## src/rtl/ball_pkg.sv

```systemverilog
// Shared constants and state encoding for the bouncing-ball mover.
// Positions and speeds are fixed point with FRAC_BITS fraction bits (1 px = 64).
package ball_pkg;

  localparam int FRAC_BITS    = 6;
  localparam int POS_W        = 18;
  localparam int PIX_W        = 11;

  localparam int GRAVITY      = 8;
  localparam int MAX_Y_SPEED  = 512;
  localparam int X_SPEED      = 64;
  localparam int BOUNCE_SPEED = 384;
  localparam int X_MAX        = 614;
  localparam int Y_FLOOR      = 414;

  typedef enum logic [1:0] {
    IDLE    = 2'd0,
    MOVING  = 2'd1,
    PAUSED  = 2'd2,
    POPPED  = 2'd3
  } state_t;

endpackage

```

## src/rtl/ball_move.sv

```systemverilog
// Ball motion engine: gravity, wall/floor bounces and pop handling, one step per video frame.
// Outputs are registered from the next-state values, so they track the internal state.
module ball_move
  import ball_pkg::*;
(
  input  logic             clk,
  input  logic             reset,
  input  logic             startOfFrame,
  input  logic             launch,
  input  logic [PIX_W-1:0] initX,
  input  logic [PIX_W-1:0] initY,
  input  logic             dirRight,
  input  logic             pause,
  input  logic             hitRope,
  output logic [PIX_W-1:0] topLeftX,
  output logic [PIX_W-1:0] topLeftY,
  output logic             visible,
  output logic             popped
);

  localparam int EW = POS_W + 1;

  localparam logic signed [POS_W:0] G_STEP     = EW'(GRAVITY);
  localparam logic signed [POS_W:0] Y_VMAX     = EW'(MAX_Y_SPEED);
  localparam logic signed [POS_W:0] X_STEP     = EW'(X_SPEED);
  localparam logic signed [POS_W:0] NEG_BOUNCE = -EW'(BOUNCE_SPEED);
  localparam logic signed [POS_W:0] X_LIM      = EW'(X_MAX * (1 << FRAC_BITS));
  localparam logic signed [POS_W:0] Y_LIM      = EW'(Y_FLOOR * (1 << FRAC_BITS));

  state_t                  state, state_nx;
  logic signed [POS_W-1:0] pos_x, pos_x_nx;
  logic signed [POS_W-1:0] pos_y, pos_y_nx;
  logic signed [POS_W-1:0] y_speed, y_speed_nx;
  logic                    x_dir, x_dir_nx;

  logic signed [POS_W:0]   ys_new, py_new, px_new;

  function automatic logic signed [POS_W:0] widen(input logic signed [POS_W-1:0] v);
    return {v[POS_W-1], v};
  endfunction

  function automatic logic signed [POS_W:0] cap_speed(input logic signed [POS_W:0] v);
    return (v > Y_VMAX) ? Y_VMAX : v;
  endfunction

  // One extra bit of headroom keeps the wall tests exact before clamping.
  always_comb begin
    state_nx   = state;
    pos_x_nx   = pos_x;
    pos_y_nx   = pos_y;
    y_speed_nx = y_speed;
    x_dir_nx   = x_dir;

    ys_new = cap_speed(widen(y_speed) + G_STEP);
    py_new = widen(pos_y) + ys_new;
    px_new = x_dir ? (widen(pos_x) + X_STEP) : (widen(pos_x) - X_STEP);

    case (state)
      IDLE: begin
        if (launch) begin
          pos_x_nx   = {1'b0, initX, {FRAC_BITS{1'b0}}};
          pos_y_nx   = {1'b0, initY, {FRAC_BITS{1'b0}}};
          y_speed_nx = '0;
          x_dir_nx   = dirRight;
          state_nx   = MOVING;
        end
      end
      MOVING: begin
        if (hitRope) begin
          state_nx = POPPED;
        end else if (pause) begin
          state_nx = PAUSED;
        end else if (startOfFrame) begin
          if (px_new < 0) begin
            pos_x_nx = '0;
            x_dir_nx = 1'b1;
          end else if (px_new > X_LIM) begin
            pos_x_nx = X_LIM[POS_W-1:0];
            x_dir_nx = 1'b0;
          end else begin
            pos_x_nx = px_new[POS_W-1:0];
          end

          if ((py_new > Y_LIM) && (ys_new > 0)) begin
            pos_y_nx   = Y_LIM[POS_W-1:0];
            y_speed_nx = NEG_BOUNCE[POS_W-1:0];
          end else if (py_new < 0) begin
            pos_y_nx   = '0;
            y_speed_nx = '0;
          end else begin
            pos_y_nx   = py_new[POS_W-1:0];
            y_speed_nx = ys_new[POS_W-1:0];
          end
        end
      end
      PAUSED: begin
        if (hitRope) begin
          state_nx = POPPED;
        end else if (!pause) begin
          state_nx = MOVING;
        end
      end
      POPPED: begin
        state_nx = IDLE;
      end
      default: begin
        state_nx = IDLE;
      end
    endcase
  end

  always_ff @(posedge clk or posedge reset) begin
    if (reset) begin
      state    <= IDLE;
      pos_x    <= '0;
      pos_y    <= '0;
      y_speed  <= '0;
      x_dir    <= 1'b1;
      topLeftX <= '0;
      topLeftY <= '0;
      visible  <= 1'b0;
      popped   <= 1'b0;
    end else begin
      state    <= state_nx;
      pos_x    <= pos_x_nx;
      pos_y    <= pos_y_nx;
      y_speed  <= y_speed_nx;
      x_dir    <= x_dir_nx;
      topLeftX <= pos_x_nx[FRAC_BITS +: PIX_W];
      topLeftY <= pos_y_nx[FRAC_BITS +: PIX_W];
      visible  <= (state_nx == MOVING) || (state_nx == PAUSED);
      popped   <= (state_nx == POPPED);
    end
  end

endmodule

```

## config.mk

```make
export PLATFORM = sky130hd
export DESIGN_NAME = ball_move
export DESIGN_NICKNAME = d
export VERILOG_FILES = /design/src/rtl/ball_pkg.sv /design/src/rtl/ball_move.sv
export SDC_FILE = /design/constraint.sdc
export NUM_CORES = 1
export LEC_CHECK = 0
export CORE_ASPECT_RATIO = 1.75
export CORE_MARGIN = 2
export CORE_UTILIZATION = 53
export DETAILED_ROUTE_END_ITERATION = 8
export GPL_TIMING_DRIVEN = 0
export PLACE_DENSITY = 0.78
export SLEW_MARGIN = 0
export SYNTH_ARGS = -nofsm -noshare
export SYNTH_HDL_FRONTEND = slang
export SYNTH_SLANG_ARGS = --single-unit
```

## constraint.sdc

```tcl
create_clock -name clk -period 5.5 [get_ports clk]
set_clock_uncertainty 0.1 [all_clocks]
set_input_delay 1.65 -clock clk [delete_from_list [all_inputs] [get_ports clk]]
set_output_delay 1.65 -clock clk [all_outputs]
set_load 0.1 [all_outputs]
```

Yosys cells after proc, flatten, opt, wreduce, memory -nomap -nowiden
Index checks and enable logic that the tools add are counted.

word-level totals
  bits in latches = 0
  memories kept = 0
  bits in registers = 59
  word-level logic and storage cells = 72
  memory bits (writable) = 0
  memory bits (read-only) = 0
  output and inout port bits = 24

operators by class
  multiply operators = 0
  add/subtract/negate cells = 4
  bitwise gates (word level) = 0
  eq/ne operators = 11
  mux-type cells = 36
  shifts and indexed selects = 0
  magnitude comparators = 6
  divide/modulo/power cells = 0
  reduce and logical (&&, ||, !) cells = 6

operators with widths
  cell                                                              count
  2-to-1 mux 18 bit                                                 18
  case mux 18 bit (2 select lines)                                  3
  < comparator 19 x 1 -> 1 bit (second input constant)              2
  2-to-1 mux 19 bit                                                 2
  adder 18 x 19 -> 19 bit                                           1
  adder 18 x 5 -> 19 bit (second input constant)                    1
  adder 18 x 8 -> 19 bit (second input constant)                    1
  greater-than comparator 19 x 1 -> 1 bit (second input constant)   1
  greater-than comparator 19 x 11 -> 1 bit (second input constant)  1
  greater-than comparator 19 x 16 -> 1 bit (second input constant)  1
  greater-than comparator 19 x 17 -> 1 bit (second input constant)  1
  subtractor 18 x 8 -> 19 bit (second input constant)               1
  2-to-1 mux 2 bit                                                  5
  equality test 2 bit (second input constant)                       4
  != test 2 bit (second input constant)                             4
  case mux 2 bit (4 select lines)                                   1
  2-to-1 mux 1 bit                                                  6
  AND reduction 6 bit                                               1
  AND reduction 5 bit                                               1
  equality test 2 x 1 -> 1 bit (second input constant)              2
  != test 3 bit (second input constant)                             1
  logical NOT 2 bit                                                 1
  case mux 1 bit (2 select lines)                                   1
  nonzero test 2 bit                                                1
  2 further kinds                                                   2

Depth between registers and ports, before layout
  word-level depth = 11
  gate-level depth with buffers = 25
  gate-level depth less buffers = 22

Least setup slack after synthesis
No wires, ideal clock.

  path kind = reg-to-reg
  from = register y_speed[4]
  to = register y_speed[17]
  stages on the path, launching flop included = 23
  data arrival time = 5.011 ns
  path slack = 0.245 ns
  required time = 5.256 ns
  period minus slack after synthesis = 5.255 ns
  path buffers = 2
  cell sequence = dfrtp_1 > ha_1 > clkbuf_1 > nand3_1 > nor2_1 > a31oi_1 > or3_4 > o21ai_0 > o21a_1 > ha_1 > o21a_1 > o21a_1 > o211a_1 > and3_1 > or2_2 > a31oi_1 > mux2i_1 > and3b_2 > nand3_2 > o21ai_4 > or2_1 > buf_6 > o221ai_1

on the way
  longest elaborated chain between the ends = 11
  elaborated cells on any way between the ends = 14

ends and longest elaborated chain
  item                                                                                             line                              source
  from (decl)                                                                                      ball_move.sv:33                   logic signed [POS_W-1:0] y_speed, y_speed_nx;
  from (signal assigned)                                                                           ball_move.sv:127                  y_speed <= y_speed_nx;
  adder 18 x 5 -> 19 bit *                                                                         ball_move.sv:54                   ys_new = cap_speed(widen(y_speed) + G_STEP);
  greater-than comparator 19 x 11 -> 1 bit                                                         ball_move.sv:43                   return (v > Y_VMAX) ? Y_VMAX : v;
  2-to-1 mux 19 bit *                                                                              ball_move.sv:43
  adder 18 x 19 -> 19 bit                                                                          ball_move.sv:55                   py_new = widen(pos_y) + ys_new;
  < comparator 19 x 1 -> 1 bit / greater-than comparator 19 x 16 -> 1 bit (equally long branches)  ball_move.sv:87, ball_move.sv:84
  2-to-1 mux 18 bit / logical AND 1 bit (equally long branches)                                    ball_move.sv:87, ball_move.sv:84
  2-to-1 mux 18 bit *                                                                              ball_move.sv:84                   if ((py_new > Y_LIM) && (ys_new > 0)) begin
  2-to-1 mux 18 bit *                                                                              ball_move.sv:73                   end else if (startOfFrame) begin
  2-to-1 mux 18 bit *                                                                              ball_move.sv:71                   end else if (pause) begin
  2-to-1 mux 18 bit *                                                                              ball_move.sv:69                   if (hitRope) begin
  case mux 18 bit (2 select lines) *                                                               ball_move.sv:58                   case (state)

Mark *: on every way between the ends. The rest lies on a longest branch, timed or not. The select of a mux whose other input is x is not followed.
A chain may end at the register's enable or synchronous reset.

Worst setup path after layout
  from = register y_speed[4]
  to = register pos_y[2]

on the way
  longest elaborated chain between the ends = 11
  elaborated cells on any way between the ends = 14

ends and longest elaborated chain
  item                                                                                             line                              source
  adder 18 x 5 -> 19 bit *                                                                         ball_move.sv:54
  greater-than comparator 19 x 11 -> 1 bit                                                         ball_move.sv:43
  2-to-1 mux 19 bit *                                                                              ball_move.sv:43
  adder 18 x 19 -> 19 bit                                                                          ball_move.sv:55
  < comparator 19 x 1 -> 1 bit / greater-than comparator 19 x 16 -> 1 bit (equally long branches)  ball_move.sv:87, ball_move.sv:84
  2-to-1 mux 18 bit / logical AND 1 bit (equally long branches)                                    ball_move.sv:87, ball_move.sv:84
  2-to-1 mux 18 bit *                                                                              ball_move.sv:84
  2-to-1 mux 18 bit *                                                                              ball_move.sv:73
  2-to-1 mux 18 bit *                                                                              ball_move.sv:71
  2-to-1 mux 18 bit *                                                                              ball_move.sv:69
  case mux 18 bit (2 select lines) *                                                               ball_move.sv:58
  to (signal assigned)                                                                             ball_move.sv:126                  pos_y <= pos_y_nx;
  to (decl)                                                                                        ball_move.sv:32                   logic signed [POS_W-1:0] pos_y, pos_y_nx;

Marks and branches as above.

==> results.md <==
* DP Wirelength at 11.8 mm
* Async SR Flop Fraction at 100%
* CTS tree: built
* Critical path type: flip-flop to flip-flop
* Synth Register Bits at 53
* I/O Buffers at 52
* CP required at 5.60 ns
* DIE WIDTH at around 80 um
* Slew @ Worst Pin at 1.08 ns
* Vias/cell at approximately 6.4
* Clock period minus worst slack at 5.43 ns
* Die Ht at 133 um
* Finish-stage setup viols at 0
* Layout cells sized above 1 at 17.7%
* Max Slew Vio Count at 0
* Top_reg_cell synth: dfrtp_1
* Yosys warning total at 0
* Status: finished clean
* Hold Slack at 0.396 ns
* Top cell type's share of synthesized area at 25.7%
* Detailed Routing Iterations Pass 1 at 5
* Post-Synth Adder-Cell Area at 8.39%
* Seq/Total Area, Yosys at 26.2%
* Reg clk slew, reported paths at around 0.07 ns
* GP Congestion at around 0.92
* Final antenna-violating net count at 0
* PnR worst setup slack at 0.0746 ns
* Fin nets at 768
* Unique masters post-synth at 73
* Tot GR Track Use at 31.0%
* Min-delay src: pos_y[5]$_DFFE_PP0P_
* Effective utilization at floorplan at 53.9%
* Fmax at 184 MHz
* Global-route wire length before repair at 25.4 mm
* Clock Latency Late Sink at 0.30 ns
* Post-synthesis compound-gate area fraction at 26.6%
* CP Max Fanout at 10
* Core area at roughly 9400 um^2
* Hold Path Depth at 2
* # rows at 47
* Largest net degree at the start of global routing at 39
* DR DRC count at 0
* CP Cell Sequence: ha_4, nand3_1, nor2_4, a31oi_1, or3_4, o21ai_4, o21a_1, ha_1, o21a_1, o21a_1, o211a_1, and3_1, and3_1, a32oi_2, and4_1, nor3_2, and3b_2, buf_4, o21ba_4, o31ai_2, buf_4, o21ai_1, a21o_1
* XOR/XNOR Fraction of Synth Area at 6.57%
* Grt ovf at 0
* Drt total wl at 16.4 mm
* Cells after Synth at 631
* Top cells by area, synth: dfrtp_1 26%, ha_1 7.4%, nand2_1 5.1%, xnor2_1 5.0%, a21oi_1 3.7%
* Post-synthesis mux area share at less than 1%
* R2R cell count at 23
* Final Hold Fails at 0
* Die area at 10400 um^2
* Initial antenna violation count at 0
* Avg Cell Area, Syn at 8.03 um^2
* Top Family by Delay on Critical Path: compound AO/OA/AOI/OAI gates
* N_diodes at 0
* Post-Syn Area at 5070 um^2
* Worst setup EP type: flip-flop
* Maxcap violations at 0
* CTS Root Cell: clkbuf_16
* Critical Path Slowest Stage Cell: dfrtp_2
* Reg-to-Reg Start: y_speed[4]$_DFFE_PP0P_
* Longest Clk Path Bufs at 2
* Worst Hold End: pos_y[5]$_DFFE_PP0P_
* Synth-to-Final Area Change at 25.8%
* Placed inst area at 5760 um^2
* CP max stage delay at 0.48 ns
* Critical path buffers and inverters at 2
* Clock Sink Count at 53
* Worst rel slew slack at 28.1%
* Number of global-route vias before repair at between 5k and 6k
* Final Cell Area at 6370 um^2
* Post-synth EDFFs at 0
* Final Util at 67.8%
* Reg2reg end: pos_y[2]$_DFFE_PP0P_
* Fin crit share at 98.6%
* Most frequent CP cell: o21a_1
* Via count at about 5.3k
* Startpoint types: flip-flop
* First DRT Iteration DRCs at 481
* Critical path origin: y_speed[4]$_DFFE_PP0P_
* Post-synthesis net count at 692
* Drt wl/cell at 19.8 um
* Fillers at 770
* Largest family of logic cells by synthesized area: compound AO/OA/AOI/OAI gates
* R2r setup slk at 0.07 ns
* # IOs at 53
* Worst Hold Class: flip-flop to flip-flop
* Total CTS buffers at 5
* Synth Area in Simple Gates at 22.5%
* H-tree depth at 2
* Synth area leader: dfrtp_1
* Setup WS pre-CTS at -1.34 ns
* Arrival @ worst endpoint at 5.53 ns
-- cells in the mapped netlist (20+ instances only) --
master    number
nand2_1       69
dfrtp_1       52
nor2_1        44
a21oi_1       37
o21ai_0       35
ha_1          30
inv_1         30
xnor2_1       29
clkbuf_1      27
buf_4         24
nand3_1       21
a21o_1        20
-- layer usage --
metal	GRT usage (%)	share of wire, %
met1	31.1	35
met2	55.8	53
met3	3.25	4.0
met4	26.4	8.2
met5	0	0
-- how the worst max path moves through the flow --
| stage | endpoint | depth (start not counted) | slack [ns] |
|---|---|---|---|
| 2_1_floorplan | y_speed[17]$_DFFE_PP0P_ | 22 | 0.25 |
| 4_1_cts | pos_y[2]$_DFFE_PP0P_ | 24 | 0.0002 |
| 3_3_place_gp | y_speed[1]$_DFFE_PP0P_ | 24 | -1.21 |
| 5_1_grt | pos_y[2]$_DFFE_PP0P_ | 22 | -0.07 |
| 3_5_place_dp | y_speed[0]$_DFFE_PP0P_ | 24 | -1.34 |
| 6_report | pos_y[2]$_DFFE_PP0P_ | 23 | 0.07 |
-- per-stage QoR --
stage                     std cells  setup TNS, ns
after floorplan                 631              0
after global placement          805         -29.21
after detailed placement        806         -34.54
after CTS                       818              0
after global routing            830         -0.389
final                           830              0
-- cell usage in the layout, fill, tap and decap left out, drive strengths merged, types with 6 or more instances in the layout --
cell / instances
buf: 51
o31ai: 6
a21o: 20
nand2b: 8
o311ai: 6
a21oi: 38
o21a: 6
and4: 7
xor2: 9
clkbuf: 32
dfrtp: 52
and2: 7
ha: 30
o21ai: 37
o211ai: 9
xnor2: 29
and3: 13
o22ai: 7
nor3: 15
inv: 30
a21boi: 8
clkdlybuf4s50: 52
nor2b: 7
a311oi: 6
a31oi: 6
nand2: 69
nand4: 7
nand3: 22
nor2: 44
-- state kept, by name, summed over array words and instances, names as in the netlist --
| register | cells |
|---|---|
| visible | 1 |
| pos_y | 18 |
| y_speed | 18 |
| pos_x | 12 |
| state | 2 |
| popped | 1 |
| x_dir | 1 |
-- tightest hold or removal path: cells and delay by family, from the launching register on --
kind	cells	cell delay (ns)
and+or+nand+nor	1	0.05
AOI/OAI and AO/OA	1	0.06
DFF	1	0.36
-- repair_timing --
item	CTS	global route
endpoints found under the setup margin	36	32
hold buffers	0	0
buffers inserted	5	12
endpoints found under the hold margin	0	0
pin swaps	5	8
resized for setup	40	34
-- final cells by class --
type	instances	area [um^2]	area share, %
repair buffers	70	668	10.5
well taps	122	153	2.39
clock buffers	5	125	1.96
clock inverters	3	65.1	1.02
multi-input cells	487	3560	55.9
plain buffers	60	358	5.61
flip-flops and latches	53	1330	20.9
inverters	30	113	1.77
-- kinds of logic (layout without fill, tap and decap cells) --
logic type                 count (synthesis)  after routing
xor gates and xnor gates                  38             38
buffers and inverters                     91            168
adders and majority gates                 33             33
muxes                                      5              5
AOI/OAI and AO/OA                        190            190
and+or+nand+nor                          221            221
DFF                                       53             53
Power is left out: the tool's default activity adds up to more than one toggle a clock period on the data nets, which glitch-free logic cannot reach.
